### config.mk
export PLATFORM = sky130hd
export DESIGN_NAME = clk_div_sched
export DESIGN_NICKNAME = d
export VERILOG_FILES = /design/src/rtl/clk_div_sched.sv
export SDC_FILE = /design/constraint.sdc
export NUM_CORES = 1
export LEC_CHECK = 0
export ABC_CLOCK_PERIOD_IN_PS = 7860
export BUFFER_PORTS_ARGS = -buffer_cell sky130_fd_sc_hd__buf_4
export CORE_UTILIZATION = 45
export CTS_CLUSTER_SIZE = 16
export DETAILED_ROUTE_END_ITERATION = 8
export SLEW_MARGIN = 10
export SYNTH_ARGS = -nofsm -noshare
export SYNTH_HDL_FRONTEND = slang
export SYNTH_SLANG_ARGS = --single-unit
### constraint.sdc
create_clock -name clk -period 7.86 [get_ports clk]
set_input_delay 0 -clock clk [delete_from_list [all_inputs] [get_ports clk]]
set_output_delay 0 -clock clk [all_outputs]
set_load 0.1 [all_outputs]
### src/rtl/clk_div_sched.sv
// clk_div_sched -- run-time controller for an even-ratio clock divider.
//
// Owns the divide counter and a flop-driven divided output. Ratio changes
// arrive over a valid/ready handshake. While the divider is running, a new
// ratio is held pending and applied only at a period boundary, so the output
// never produces a runt or stretched phase. When enable drops, the current
// period is drained before the divider stops.
//
// Optional feature: define CLK_DIV_SCHED_ODD_EN to make odd ratios >= 3
// legal. For an odd ratio the high phase is floor(N/2) cycles. Without the
// macro, odd ratios are rejected through the cfg_err path.
//
// Parameters:
//   CNT_W        width of the ratio and the counter (legal ratios 2..2^CNT_W-1)
//   DEFAULT_DIV  ratio loaded at reset (must be a legal even value)
//
// Ports:
//   clk        system clock
//   resetn     asynchronous active-low reset
//   enable     level-sensitive run request
//   cfg_valid  ratio-change request valid
//   cfg_div    requested ratio N
//   cfg_ready  controller can accept a request
//   cfg_err    one-cycle pulse: accepted request was illegal and discarded
//   div_out    divided clock, period N, high for counts 1..N/2 (flop output)
//   div_pulse  one-cycle pulse in the first high cycle of each period
//   busy       controller is not idle
//   cur_div    ratio currently in effect
module clk_div_sched #(
    parameter int          CNT_W       = 8,
    parameter int unsigned DEFAULT_DIV = 2
) (
    input  logic             clk,
    input  logic             resetn,
    input  logic             enable,
    input  logic             cfg_valid,
    input  logic [CNT_W-1:0] cfg_div,
    output logic             cfg_ready,
    output logic             cfg_err,
    output logic             div_out,
    output logic             div_pulse,
    output logic             busy,
    output logic [CNT_W-1:0] cur_div
);

    localparam logic [CNT_W-1:0] DEF_DIV = CNT_W'(DEFAULT_DIV);

    typedef enum logic [1:0] {
        IDLE  = 2'd0,
        RUN   = 2'd1,
        PEND  = 2'd2,
        DRAIN = 2'd3
    } state_t;

    state_t           state, state_n;
    logic [CNT_W-1:0] count, count_n;
    logic [CNT_W-1:0] active_div, active_n;
    logic [CNT_W-1:0] pend_div, pend_div_n;
    logic             pend_vld, pend_vld_n;
    logic             div_n, pulse_n, err_n;
    logic             accept, acc_ok, wrap;

    function automatic logic is_legal(input logic [CNT_W-1:0] n);
`ifdef CLK_DIV_SCHED_ODD_EN
        return (n >= CNT_W'(2));
`else
        return (n >= CNT_W'(2)) && !n[0];
`endif
    endfunction

    // Number of high cycles per period; floor(N/2) covers odd ratios too.
    function automatic logic [CNT_W-1:0] half_of(input logic [CNT_W-1:0] n);
        return n >> 1;
    endfunction

    // A pending ratio blocks new requests; DRAIN only has room when empty.
    assign cfg_ready = (state == IDLE) || (state == RUN) ||
                       ((state == DRAIN) && !pend_vld);
    assign busy      = (state != IDLE);
    assign cur_div   = active_div;

    always_comb begin
        state_n    = state;
        count_n    = count;
        active_n   = active_div;
        pend_div_n = pend_div;
        pend_vld_n = pend_vld;

        accept = cfg_valid && cfg_ready;
        acc_ok = accept && is_legal(cfg_div);
        err_n  = accept && !is_legal(cfg_div);
        wrap   = (state != IDLE) && (count == active_div - CNT_W'(1));

        if (state != IDLE) begin
            count_n = wrap ? '0 : count + CNT_W'(1);
        end

        case (state)
            IDLE: begin
                count_n = '0;
                // No period in flight, so a legal ratio takes effect at once.
                if (acc_ok) begin
                    active_n = cfg_div;
                end
                if (enable) begin
                    state_n = RUN;
                end
            end
            RUN: begin
                // Accepting on a boundary edge still waits for the next one.
                if (acc_ok) begin
                    pend_div_n = cfg_div;
                    pend_vld_n = 1'b1;
                end
                if (!enable) begin
                    state_n = DRAIN;
                end else if (acc_ok) begin
                    state_n = PEND;
                end
            end
            PEND: begin
                if (wrap) begin
                    active_n   = pend_div;
                    pend_vld_n = 1'b0;
                    state_n    = enable ? RUN : DRAIN;
                end else if (!enable) begin
                    state_n = DRAIN;
                end
            end
            DRAIN: begin
                if (wrap) begin
                    if (pend_vld) begin
                        active_n   = pend_div;
                        pend_vld_n = 1'b0;
                    end
                    if (enable) begin
                        // A request taken on this edge waits for the next boundary.
                        if (acc_ok) begin
                            pend_div_n = cfg_div;
                            pend_vld_n = 1'b1;
                            state_n    = PEND;
                        end else begin
                            state_n = RUN;
                        end
                    end else begin
                        // Stopping: nothing left to protect, load it directly.
                        if (acc_ok) begin
                            active_n = cfg_div;
                        end
                        state_n = IDLE;
                    end
                end else if (acc_ok) begin
                    pend_div_n = cfg_div;
                    pend_vld_n = 1'b1;
                end
            end
            default: begin
                state_n = IDLE;
            end
        endcase

        // Outputs are registered from the next count so div_out is a flop.
        div_n   = (count_n != '0) && (count_n <= half_of(active_n));
        pulse_n = (count_n == CNT_W'(1));
    end

    always_ff @(posedge clk or negedge resetn) begin
        if (!resetn) begin
            state      <= IDLE;
            count      <= '0;
            active_div <= DEF_DIV;
            pend_div   <= '0;
            pend_vld   <= 1'b0;
            div_out    <= 1'b0;
            div_pulse  <= 1'b0;
            cfg_err    <= 1'b0;
        end else begin
            state      <= state_n;
            count      <= count_n;
            active_div <= active_n;
            pend_div   <= pend_div_n;
            pend_vld   <= pend_vld_n;
            div_out    <= div_n;
            div_pulse  <= pulse_n;
            cfg_err    <= err_n;
        end
    end

endmodule
==> impl_summary.log, run 1 <==
[metrics] clock transition at the registers of the reported paths: 0.07 ns
[metrics] Hold Crit Depth: 2
[metrics] fraction of synthesized cell area taken by the top area cell type: between 30% and 40%
[metrics] Post-synth EDFFs: 0
[metrics] post-placement cell count: 297
[metrics] Tightest Hold Check Type: in2reg
[metrics] P_leak: 1.11 nW
[metrics] power density over the cells: 458 nW/um2
[metrics] initial antenna violation count: 0
[metrics] Final setup viols: 0
[metrics] largest fanout on the critical path: 20
[metrics] actual slew at the worst max-slew pin: 0.902 ns
[metrics] Post-Synthesis Cells: 232
[metrics] DRT Wirelength: 5290 um
[metrics] antenna-violating nets left: 0
[metrics] maximum level of the CTS H-tree: 2
[metrics] worst reg-to-reg setup slack: 3.80 ns
[metrics] vias in the first global route: approximately 1900
[metrics] WP data required: 8.05 ns
[metrics] first drt pass iteration count: 4
[metrics] final slew viol count: 0
[metrics] Worst Path Arrival: 4.26 ns
[metrics] critical-path cell with the highest stage delay: dfstp_2
[metrics] maximum vdd ir drop: 0.311 mV
[metrics] sink count of the clock tree: 30
[metrics] FFs w/ async S/R, synth: 100%
[metrics] Die Outline Area: 5100 um2
[metrics] CORE AREA: 4500 um2
[metrics] CP endpoint kind: flop
[metrics] top cell type by total area after synthesis: dfrtp_1
[metrics] kind of start point of the critical path: flop
[metrics] PortBufs: 24
[metrics] end point of the worst hold path: pend_div[6]$_DFFE_PN0P_
[metrics] total I/O pin count: 25
[metrics] ys flop type: dfrtp_1
[metrics] clock tree from TritonCTS: built
[metrics] layout cell share with drive strength beyond 1: 21.0%
[metrics] delay of the slowest critical-path stage: 0.58 ns
[metrics] number of DRC violations after detailed-routing iteration 0: 95
[metrics] Seq/Total Area, Yosys: 34.7%
[metrics] number of failing hold endpoints at the final stage: 0
[metrics] Reg2Reg Capture Point: div_out$_DFF_PN0_
[metrics] final-layout setup total negative slack: 0 ns
[metrics] via count: 1895
[metrics] R2R Path Start: cur_div[1]$_DFF_PN1_
[metrics] number of synthesis warnings: 0
[metrics] clock insertion delay at the later pin of the skew report: 0.29 ns
[metrics] final net count: 282
[metrics] Final min period: 4.06 ns
[metrics] DRC: 0
[metrics] placement row count: 24
[metrics] run status: finished, final reports clean
[metrics] Max Buffers Root-to-Sink: 2
[metrics] vias per inst: 6.04
[metrics] final period utilization: 51.7%
[metrics] first-pass GRT wire length: 9090 um
[metrics] initial core utilization: around 48%
[metrics] achievable frequency: 246 MHz
[metrics] Post-Synthesis Mean Instance Area: 9.35 um2
[metrics] sequence of cells on the critical path: inv_1 > ha_1 > xor2_1 > or3_1 > o22ai_2 > o211ai_2 > or2_1 > mux2_4 > ha_1 > nor2b_1 > o21a_1 > o21a_1 > o21ai_0 > a21oi_1 > nor3_1
[metrics] Final Instance Count excl. Fillers: 314
[metrics] leading cell types by total area after synthesis: dfrtp_1 (33%), ha_1 (5.2%), mux2_2 (5.2%), xnor2_1 (4.8%), o21ai_0 (3.0%)
[metrics] r2r worst-path depth: 15
[metrics] Detailed Place HPWL: 3890 um
[metrics] setup repair after global routing missed its margin: false
[metrics] number of distinct library cells after synthesis: 56
[metrics] total overflow reported by the global router: 0
[metrics] post-DR wirelength/cell: roughly 17 um
[metrics] syn nets: approximately 250
[metrics] vertical die dimension: between 70 and 80 um
[metrics] commonest cells after routing, fill and taps aside: dfrtp_1 (29), buf_4 (24), nor2_1 (16)
[metrics] number of diodes: 0
[metrics] master cell of the clock root buffer: clkbuf_8
[metrics] die outline width: 71.4 um
[metrics] Pwr Total: ~0.0012 W
[metrics] Area Growth Syn to Fin: 19.3%
[metrics] Slew HR: between 30% and 40%
[metrics] worst hold path startpoint: cfg_div[6]
[metrics] number of clock buffers inserted by TritonCTS: 5
[metrics] final core utilization: around 57%
[metrics] pin count of the biggest net entering global routing: 31
[metrics] Worst Clk Skew: 0.00767 ns
[metrics] global-route total usage across every layer: between 20% and 30%
[metrics] most common library cell in the layout ignoring fill and taps: dfrtp_1
[metrics] netlist area before placement: 2170 um2
[metrics] synthesis-stage register bit count: 30
[metrics] kind of critical path: reg2reg
[metrics] MaxCap Viol Count: 0
[metrics] Routability Congestion: 0.834
-- layer usage --
layer	vias up	track usage (%)	share of wire (%)
met3	8	4.50	2.8
met1	924	32.8	50
met4	0	6.44	1.2
met2	45	36.6	46
li1	918	-	-
met5	-	0	0
-- sequential cells by signal, indices dropped and copies added, names as in the netlist --
signal     count
div_pulse      1
cfg_err        1
state          2
count          8
div_out        1
pend_vld       1
cur_div        8
pend_div       8
-- worst max path at each step --
stage	from	end	cells past startpoint
2_1_floorplan	cur_div[0]$_DFFE_PN0P_	div_out$_DFF_PN0_	17
3_3_place_gp	cur_div[1]$_DFF_PN1_	div_out$_DFF_PN0_	15
3_5_place_dp	cur_div[1]$_DFF_PN1_	div_out$_DFF_PN0_	15
4_1_cts	cur_div[1]$_DFF_PN1_	div_out$_DFF_PN0_	15
5_1_grt	cur_div[1]$_DFF_PN1_	div_out$_DFF_PN0_	15
6_report	cur_div[1]$_DFF_PN1_	div_out$_DFF_PN0_	15
-- what timing repair did --
action / 4_1_cts / 5_1_grt
endpoints found under the setup margin: 0 / 0
setup buffers: 0 / 0
hold endpoints to repair: 37 / 0
gates resized for setup: 0 / 0
hold buffers: 9 / 0
-- synthesized netlist by cell type (all sizes together), types with 5 or more instances --
library cell and instances:
xnor2 12, mux2i 6, a31oi 6, o22ai 5
a211oi 5, buf 6, mux2 11, clkbuf 5
inv 12, a21oi 8, nor3 8, o21ai 13
nand2 15, nor2 16, ha 9, dfrtp 29
nand3 7
-- area by class of cell --
| cell class | instances | area (um2) |
|---|---|---|
| Timing Repair Buffer | 33 | 270 |
| Clock buffer | 6 | 82.6 |
| Inverter | 12 | 45.0 |
| Sequential cell | 30 | 752 |
| Multi-Input combinational cell | 179 | 1310 |
| Fill cell | 393 | 1920 |
| Clock inverter | 2 | 60.1 |
| Tap cell | 52 | 65.1 |
-- stage by stage --
step	setup slack (ns)	cell area [um2]	hold slack [ns]
finish	3.80	2590	0.0172
global route	3.50	2590	0.0137
CTS	3.80	2590	0.0119
detailed placement	3.81	2350	-0.0450
global placement	3.96	2350	-0.0476
floorplan	3.62	2170	-0.296
-- where the power goes --
part	internal [W]	total (W)	switching, W
logic	0.000254	0.000665	0.000411
clock network	0.000135	0.000197	0.0000616
registers	0.000218	0.000323	0.000105
-- kinds of logic after synthesis --
family	share of synthesized area [%]
simple gates	17.2
compound gates	23.0
flops	34.7
buf+inv	4.85
mux	8.66
xor+xnor	6.46
fa+ha+maj	5.19
-- worst max-delay path, delay by kind of cell (launching register included) --
kind                       cells  cell delay (ns)
DFF                            1             0.58
AOI/OAI and AO/OA              6             1.09
buffers and inverters          1             0.10
and+or+nand+nor                4             1.15
xor gates and xnor gates       1             0.20
muxes                          1             0.33
adders and majority gates      2             0.53
No activity file was read; power rests on OpenSTA's default activity.
==> inputs of run 2 (changes only) <==
--- a/config.mk
+++ b/config.mk
@@ -5,7 +5,7 @@
 export SDC_FILE = /design/constraint.sdc
 export NUM_CORES = 1
 export LEC_CHECK = 0
-export ABC_CLOCK_PERIOD_IN_PS = 7860
+export ABC_CLOCK_PERIOD_IN_PS = 4000
 export BUFFER_PORTS_ARGS = -buffer_cell sky130_fd_sc_hd__buf_4
 export CORE_UTILIZATION = 45
 export CTS_CLUSTER_SIZE = 16
==> constraint.sdc (replaced) <==
create_clock -name clk -period 4 [get_ports clk]
set_input_delay 0 -clock clk [delete_from_list [all_inputs] [get_ports clk]]
set_output_delay 0 -clock clk [all_outputs]
set_load 0.1 [all_outputs]
==> impl_summary.log, run 2 (same netlist as run 1, synthesis figures left out) <==
[metrics] via count: 1894 (-0.053%)
[metrics] first-pass GRT wire length: 8760 um (-3.6%)
[metrics] Routability Congestion: 0.836 (+0.19%)
[metrics] vias per inst: 5.92 (-1.9%)
[metrics] die outline width: 71.4 um (unchanged)
[metrics] number of DRC violations after detailed-routing iteration 0: 95 (unchanged)
[metrics] P_leak: 1.13 nW (+1.3%)
[metrics] setup bufs post-CTS: 0 (unchanged)
[metrics] first drt pass iteration count: 4 (unchanged)
[metrics] R2R Path Start: cur_div[1]$_DFF_PN1_
[metrics] antenna-violating nets left: 0 (unchanged)
[metrics] clock tree from TritonCTS: built
[metrics] MaxCap Viol Count: 0 (unchanged)
[metrics] post-DR wirelength/cell: 16.3 um (-3.5%)
[metrics] Pwr Total: 0.00225 W (+90%)
[metrics] power density over the cells: 866 nW/um2 (+89%)
[metrics] setup repair after global routing missed its margin: false
[metrics] total I/O pin count: 25 (unchanged)
[metrics] Area Growth Syn to Fin: 20.0%
[metrics] total overflow reported by the global router: 0 (unchanged)
[metrics] DRC: 0 (unchanged)
[metrics] Detailed Place HPWL: 3900 um (+0.41%)
[metrics] kind of start point of the critical path: flop
[metrics] number of diodes: 0 (unchanged)
[metrics] final net count: 288 (+2.1%)
[metrics] DRT Wirelength: 5200 um (-1.7%)
[metrics] largest fanout on the critical path: 6 (-70%)
[metrics] number of failing hold endpoints at the final stage: 0 (unchanged)
[metrics] Tightest Hold Check Type: in2reg
[metrics] commonest cells after routing, fill and taps aside: buf_4 (30), dfrtp_1 (28), nor2_1 (16)
[metrics] Die Outline Area: 5100 um2 (unchanged)
[metrics] Worst Clk Skew: 0.00271 ns (-0.00497 ns)
[metrics] worst reg-to-reg setup slack: 0.35 ns (-3.44 ns)
[metrics] achievable frequency: 274 MHz (+11%)
[metrics] clock insertion delay at the later pin of the skew report: 0.28 ns (about the same)
[metrics] placement row count: 24 (unchanged)
[metrics] clock transition at the registers of the reported paths: 0.07 ns (about the same)
[metrics] r2r worst-path depth: 15 (unchanged)
[metrics] post-placement cell count: 303 (+2.0%)
[metrics] final slew viol count: 0 (unchanged)
[metrics] master cell of the clock root buffer: clkbuf_8
[metrics] final-layout setup total negative slack: 0 ns (unchanged)
[metrics] Final min period: 3.65 ns (-0.415 ns)
[metrics] most common library cell in the layout ignoring fill and taps: buf_4
[metrics] Final setup viols: 0 (unchanged)
[metrics] CP endpoint kind: flop
[metrics] PortBufs: 24 (unchanged)
[metrics] Hold Crit Depth: 2 (unchanged)
[metrics] Slew HR: 53.2% (+13 points)
[metrics] crit path setup slack, layout: 0.353 ns (-3.44 ns)
[metrics] global-route total usage across every layer: 22.6% (-0.65 points)
[metrics] Worst Path Arrival: 3.85 ns (-0.41 ns)
[metrics] kind of critical path: reg2reg
[metrics] worst hold path startpoint: cfg_div[6]
[metrics] Reg2Reg Capture Point: div_out$_DFF_PN0_
[metrics] final core utilization: 57.8% (+0.36 points)
[metrics] CORE AREA: 4500 um2 (unchanged)
[metrics] final period utilization: 91.2% (+39 points)
[metrics] Final Instance Count excl. Fillers: 320 (+1.9%)
[metrics] initial core utilization: 48.1% (unchanged)
[metrics] number of clock buffers inserted by TritonCTS: 5 (unchanged)
[metrics] sink count of the clock tree: 30 (unchanged)
[metrics] maximum level of the CTS H-tree: 2 (unchanged)
[metrics] maximum vdd ir drop: 0.580 mV (+87%)
[metrics] layout cell share with drive strength beyond 1: 23.1% (+2.1 points)
[metrics] WP data required: 4.20 ns (-3.85 ns)
[metrics] Max Buffers Root-to-Sink: 2 (unchanged)
[metrics] initial antenna violation count: 0 (unchanged)
[metrics] minimum setup slack after placement: 0.367 ns (-3.45 ns)
[metrics] vias in the first global route: 1812 (-2.2%)
[metrics] vertical die dimension: 71.4 um (unchanged)
[metrics] run status: finished, final reports clean
[metrics] actual slew at the worst max-slew pin: 0.695 ns (-0.206 ns)
[metrics] end point of the worst hold path: pend_div[6]$_DFFE_PN0P_
[metrics] pin count of the biggest net entering global routing: 31 (unchanged)
-- run 2: worst max path at each step --
stage | start | to | slack [ns] | depth (start not counted)
floorplan | cur_div[0]$_DFFE_PN0P_ | div_out$_DFF_PN0_ | 0.10 | 17
global placement | cur_div[1]$_DFF_PN1_ | div_out$_DFF_PN0_ | 0.44 | 15
detailed placement | cur_div[1]$_DFF_PN1_ | div_out$_DFF_PN0_ | 0.37 | 15
CTS | cur_div[1]$_DFF_PN1_ | div_out$_DFF_PN0_ | 0.35 | 15
global route | cur_div[1]$_DFF_PN1_ | div_out$_DFF_PN0_ | 0.13 | 15
finish | cur_div[1]$_DFF_PN1_ | div_out$_DFF_PN0_ | 0.35 | 15
-- run 2: metrics by stage --
step	instance area, um2	hold slack [ns]
6_report	2600	0.0169
3_5_place_dp	2400	-0.0458
3_3_place_gp	2400	-0.0468
2_1_floorplan	2170	-0.296
4_1_cts	2600	0.00635
5_1_grt	2600	0.0180
-- run 2: per-layer routing --
metal	GRT usage (%)	vias up	routed length [um]
met5	0	-	0
met2	35.1	41	2370
met4	10.7	0	97
li1	-	934	-
met1	30.9	912	2520
met3	3.66	7	221
-- run 2: repair_timing --
action	4_1_cts	5_1_grt
resized for setup	0	0
endpoints found under the hold margin	37	0
hold buffers	9	0
-- run 2: critical path: stages (launching register included) --
cell and delay, ns:
dfstp_4 0.65, inv_1 0.09, ha_1 0.25, xor2_1 0.19
or3_1 0.37, o22ai_2 0.16, o211ai_2 0.10, or2_1 0.32
mux2_4 0.32, ha_1 0.28, nor2b_1 0.13, o21a_1 0.16
o21a_1 0.15, o21ai_0 0.14, a21oi_1 0.08, nor3_1 0.16
-- run 2: where the power goes --
part           internal, W  leakage (nW)  switching (W)
Clock             0.000183        0.0579       0.000118
Sequential        0.000433         0.352       0.000184
Combinational     0.000512         0.718       0.000824
Total              0.00113          1.13        0.00113
-- run 2: cell type report --
type | instances | area, um2
fill | 412 | 1900
multi-input combinational | 179 | 1310
sequential | 30 | 757
timing repair buffer | 39 | 315
clock buffer | 5 | 68.8
tap | 52 | 65.1
inverter | 12 | 45.0
clock inverter | 3 | 40.0
==> inputs of run 3 (changes only) <==
--- a/config.mk
+++ b/config.mk
@@ -10,7 +10,9 @@
 export CORE_UTILIZATION = 45
 export CTS_CLUSTER_SIZE = 16
 export DETAILED_ROUTE_END_ITERATION = 8
+export RECOVER_POWER = 25
 export SLEW_MARGIN = 10
 export SYNTH_ARGS = -nofsm -noshare
 export SYNTH_HDL_FRONTEND = slang
 export SYNTH_SLANG_ARGS = --single-unit
+export TNS_END_PERCENT = 100
==> impl_summary.log, run 3 (same netlist as run 1, synthesis figures left out) <==
[metrics] achievable frequency: 274 MHz (unchanged)
[metrics] setup repair after global routing missed its margin: false
[metrics] placement row count: 24 (unchanged)
[metrics] Final min period: 3.65 ns (unchanged)
[metrics] DRC: 0 (unchanged)
[metrics] part of the power in the clock network: 13.3% (about the same)
[metrics] clock insertion delay at the later pin of the skew report: 0.28 ns (about the same)
[metrics] number of failing hold endpoints at the final stage: 0 (unchanged)
[metrics] kind of start point of the critical path: flop
[metrics] first-pass GRT wire length: 8760 um (unchanged)
[metrics] initial core utilization: 48.1% (unchanged)
[metrics] number of diodes: 0 (unchanged)
[metrics] number of clock buffers inserted by TritonCTS: 5 (unchanged)
[metrics] post-DR wirelength/cell: 16.2 um (-0.13%)
[metrics] Detailed Place HPWL: 3900 um (unchanged)
[metrics] layout cell share with drive strength beyond 1: 22.8% (-0.37 points)
[metrics] most common library cell in the layout ignoring fill and taps: buf_4
[metrics] via count: 1895 (+0.053%)
[metrics] setup bufs post-CTS: 0 (unchanged)
[metrics] Slew HR: -8.43% (-62 points)
[metrics] cell area reported after detailed placement: 2400 um2 (unchanged)
[metrics] total overflow reported by the global router: 0 (unchanged)
[metrics] sequence of cells on the critical path: inv_1 > ha_1 > xor2_1 > or3_1 > o22ai_2 > o211ai_2 > or2_1 > mux2_4 > ha_1 > nor2b_1 > o21a_1 > o21a_1 > o21ai_0 > a21oi_1 > nor3_1
[metrics] MaxCap Viol Count: 1 (+1)
[metrics] largest fanout on the critical path: 6 (unchanged)
[metrics] highest routed layer: met4
[metrics] final cell area excluding filler cells: 2600 um2 (-0.14%)
[metrics] total I/O pin count: 25 (unchanged)
[metrics] actual slew at the worst max-slew pin: 1.63 ns (+0.931 ns)
[metrics] first drt pass iteration count: 4 (unchanged)
[metrics] initial antenna violation count: 0 (unchanged)
[metrics] delay of the slowest critical-path stage: 0.65 ns (about the same)
[metrics] sink count of the clock tree: 30 (unchanged)
[metrics] Worst Path Buf+Inv: 1 (unchanged)
[metrics] Die Outline Area: 5100 um2 (unchanged)
[metrics] global-route total usage across every layer: 22.6% (unchanged)
[metrics] Routability Congestion: 0.836 (unchanged)
[metrics] maximum level of the CTS H-tree: 2 (unchanged)
[metrics] routed wire length on met3: 221 um (unchanged)
[metrics] final period utilization: 91.2% (unchanged)
[metrics] routed wl met2: 2370 um (about the same)
[metrics] master cell of the clock root buffer: clkbuf_8
[metrics] dominant delay contributor by cell family on the critical path: simple AND/OR/NAND/NOR gates
[metrics] run status: complete, but fails checks
[metrics] critical-path cell with the highest stage delay: dfstp_4
[metrics] total routed wire length on the met1 layer: 2510 um (-0.32%)
[metrics] final slew viol count: 31 (+31)
[metrics] failing checks: capacitance limit, slew limit
[metrics] Flop pwr share: 27.4% (about the same)
[metrics] Worst Path Arrival: 3.85 ns (about the same)
[metrics] post-placement cell count: 303 (unchanged)
[metrics] Worst Clk Skew: 0.00279 ns (+0.0000867 ns)
[metrics] Max Buffers Root-to-Sink: 2 (unchanged)
[metrics] Final setup viols: 0 (unchanged)
[metrics] kind of critical path: reg2reg
[metrics] DRT Wirelength: 5200 um (-0.13%)
[metrics] clock transition at the registers of the reported paths: 0.07 ns (about the same)
[metrics] Net Switching: 0.00113 W (about the same)
[metrics] die outline width: 71.4 um (unchanged)
[metrics] PortBufs: 24 (unchanged)
[metrics] Pwr Total: 0.00225 W (about the same)
[metrics] power density over the cells: 867 nW/um2 (+0.11%)
[metrics] vias in the first global route: 1812 (unchanged)
[metrics] vertical die dimension: 71.4 um (unchanged)
[metrics] Final Instance Count excl. Fillers: 320 (unchanged)
[metrics] WP data required: 4.20 ns (about the same)
[metrics] sequential cell area in the final layout: 757 um2 (unchanged)
[metrics] number of DRC violations after detailed-routing iteration 0: 95 (unchanged)
[metrics] pin count of the biggest net entering global routing: 31 (unchanged)
[metrics] Worst Hold Margin: 0.0169 ns (unchanged)
[metrics] Area Growth Syn to Fin: 19.8%
[metrics] final net count: 288 (unchanged)
[metrics] clock tree from TritonCTS: built
[metrics] count of fill cells added during filler insertion: 414 (+0.49%)
[metrics] final-layout setup total negative slack: 0 ns (unchanged)
[metrics] vias per inst: 5.92 (about the same)
[metrics] CORE AREA: 4500 um2 (unchanged)
[metrics] CP endpoint kind: flop
[metrics] maximum vdd ir drop: 0.580 mV (about the same)
[metrics] commonest cells after routing, fill and taps aside: buf_4 (29), dfrtp_1 (28), nor2_1 (16)
[metrics] P_leak: 1.12 nW (-0.32%)
[metrics] proportion of power drawn by combinational gates: 59.3% (about the same)
[metrics] net switching share of the total power: 50.0% (about the same)
[metrics] antenna-violating nets left: 0 (unchanged)
[metrics] area of the multi-input gates: 1310 um2 (unchanged)
[metrics] Tightest Hold Check Type: in2reg
[metrics] internal portion of total power: 0.00113 W (about the same)
[run 3: changes by cell type in the layout (fill, tap and decap cells not counted)]
cell,previous run,this run
clkbuf_1,0,1
buf_4,30,29
[run 3: what timing repair did]
| action | in CTS | in global routing |
|---|---|---|
| hold endpoints to repair | 37 | 0 |
| hold buffers | 9 | 0 |
| gates resized for setup | 0 | 0 |
[run 3: final cells by class]
cell class                      instances  area share (%)
Tap cell                               52            2.50
Clock buffer                            5            2.65
Multi-Input combinational cell        179            50.5
Clock inverter                          3            1.54
Timing Repair Buffer                   39            12.0
Inverter                               12            1.73
Sequential cell                        30            29.1
[run 3: through the flow]
step,setup WS (ns),utilization (%)
after CTS,0.348,57.8
after global routing,0.128,57.7
after detailed placement,0.367,53.4
after floorplan,0.104,-
after global placement,0.440,53.4
final,0.353,57.7
[run 3: path summary, 6_finish.rpt]
| check | end | cells past startpoint | start | slack [ns] |
|---|---|---|---|---|
| worst max-delay path | div_out$_DFF_PN0_ | 15 | cur_div[1]$_DFF_PN1_ | 0.35 |
| worst min-delay path | pend_div[6]$_DFFE_PN0P_ | 2 | cfg_div[6] | 0.02 |
| worst max register to register | div_out$_DFF_PN0_ | 15 | cur_div[1]$_DFF_PN1_ | 0.35 |
| worst min register to register | pend_div[0]$_DFFE_PN0P_ | 1 | pend_div[0]$_DFFE_PN0P_ | 0.49 |
| max in group asynchronous | cur_div[0]$_DFFE_PN0P_ | 2 | resetn | 2.27 |
| min in group asynchronous | pend_div[2]$_DFFE_PN0P_ | 2 | resetn | 0.67 |
[run 3: per-layer routing]
metal,vias to the layer above,GRT usage [%]
met1,913,30.9
met5,-,0
met4,0,10.7
li1,934,-
met2,41,35.1
met3,7,3.66
[run 3: worst reg2reg max path: cells and delay by family, from the launching register on]
family / cells / cell delay, ns
and+or+nand+nor: 4 / 0.98
AOI/OAI and AO/OA: 6 / 0.80
DFF: 1 / 0.65
adders and majority gates: 2 / 0.53
muxes: 1 / 0.32
xor gates and xnor gates: 1 / 0.19
buffers and inverters: 1 / 0.09
[run 3: power groups by stage]
stage | combinational (W) | clock (W) | sequential, W
after detailed placement | 0.00132 | 0 | 0.000623
after global placement | 0.00133 | 0 | 0.000619
after global routing | 0.00145 | 0.000322 | 0.000636
final | 0.00134 | 0.000301 | 0.000617
after CTS | 0.00134 | 0.000308 | 0.000617
after floorplan | 0.000811 | 0 | 0.000843
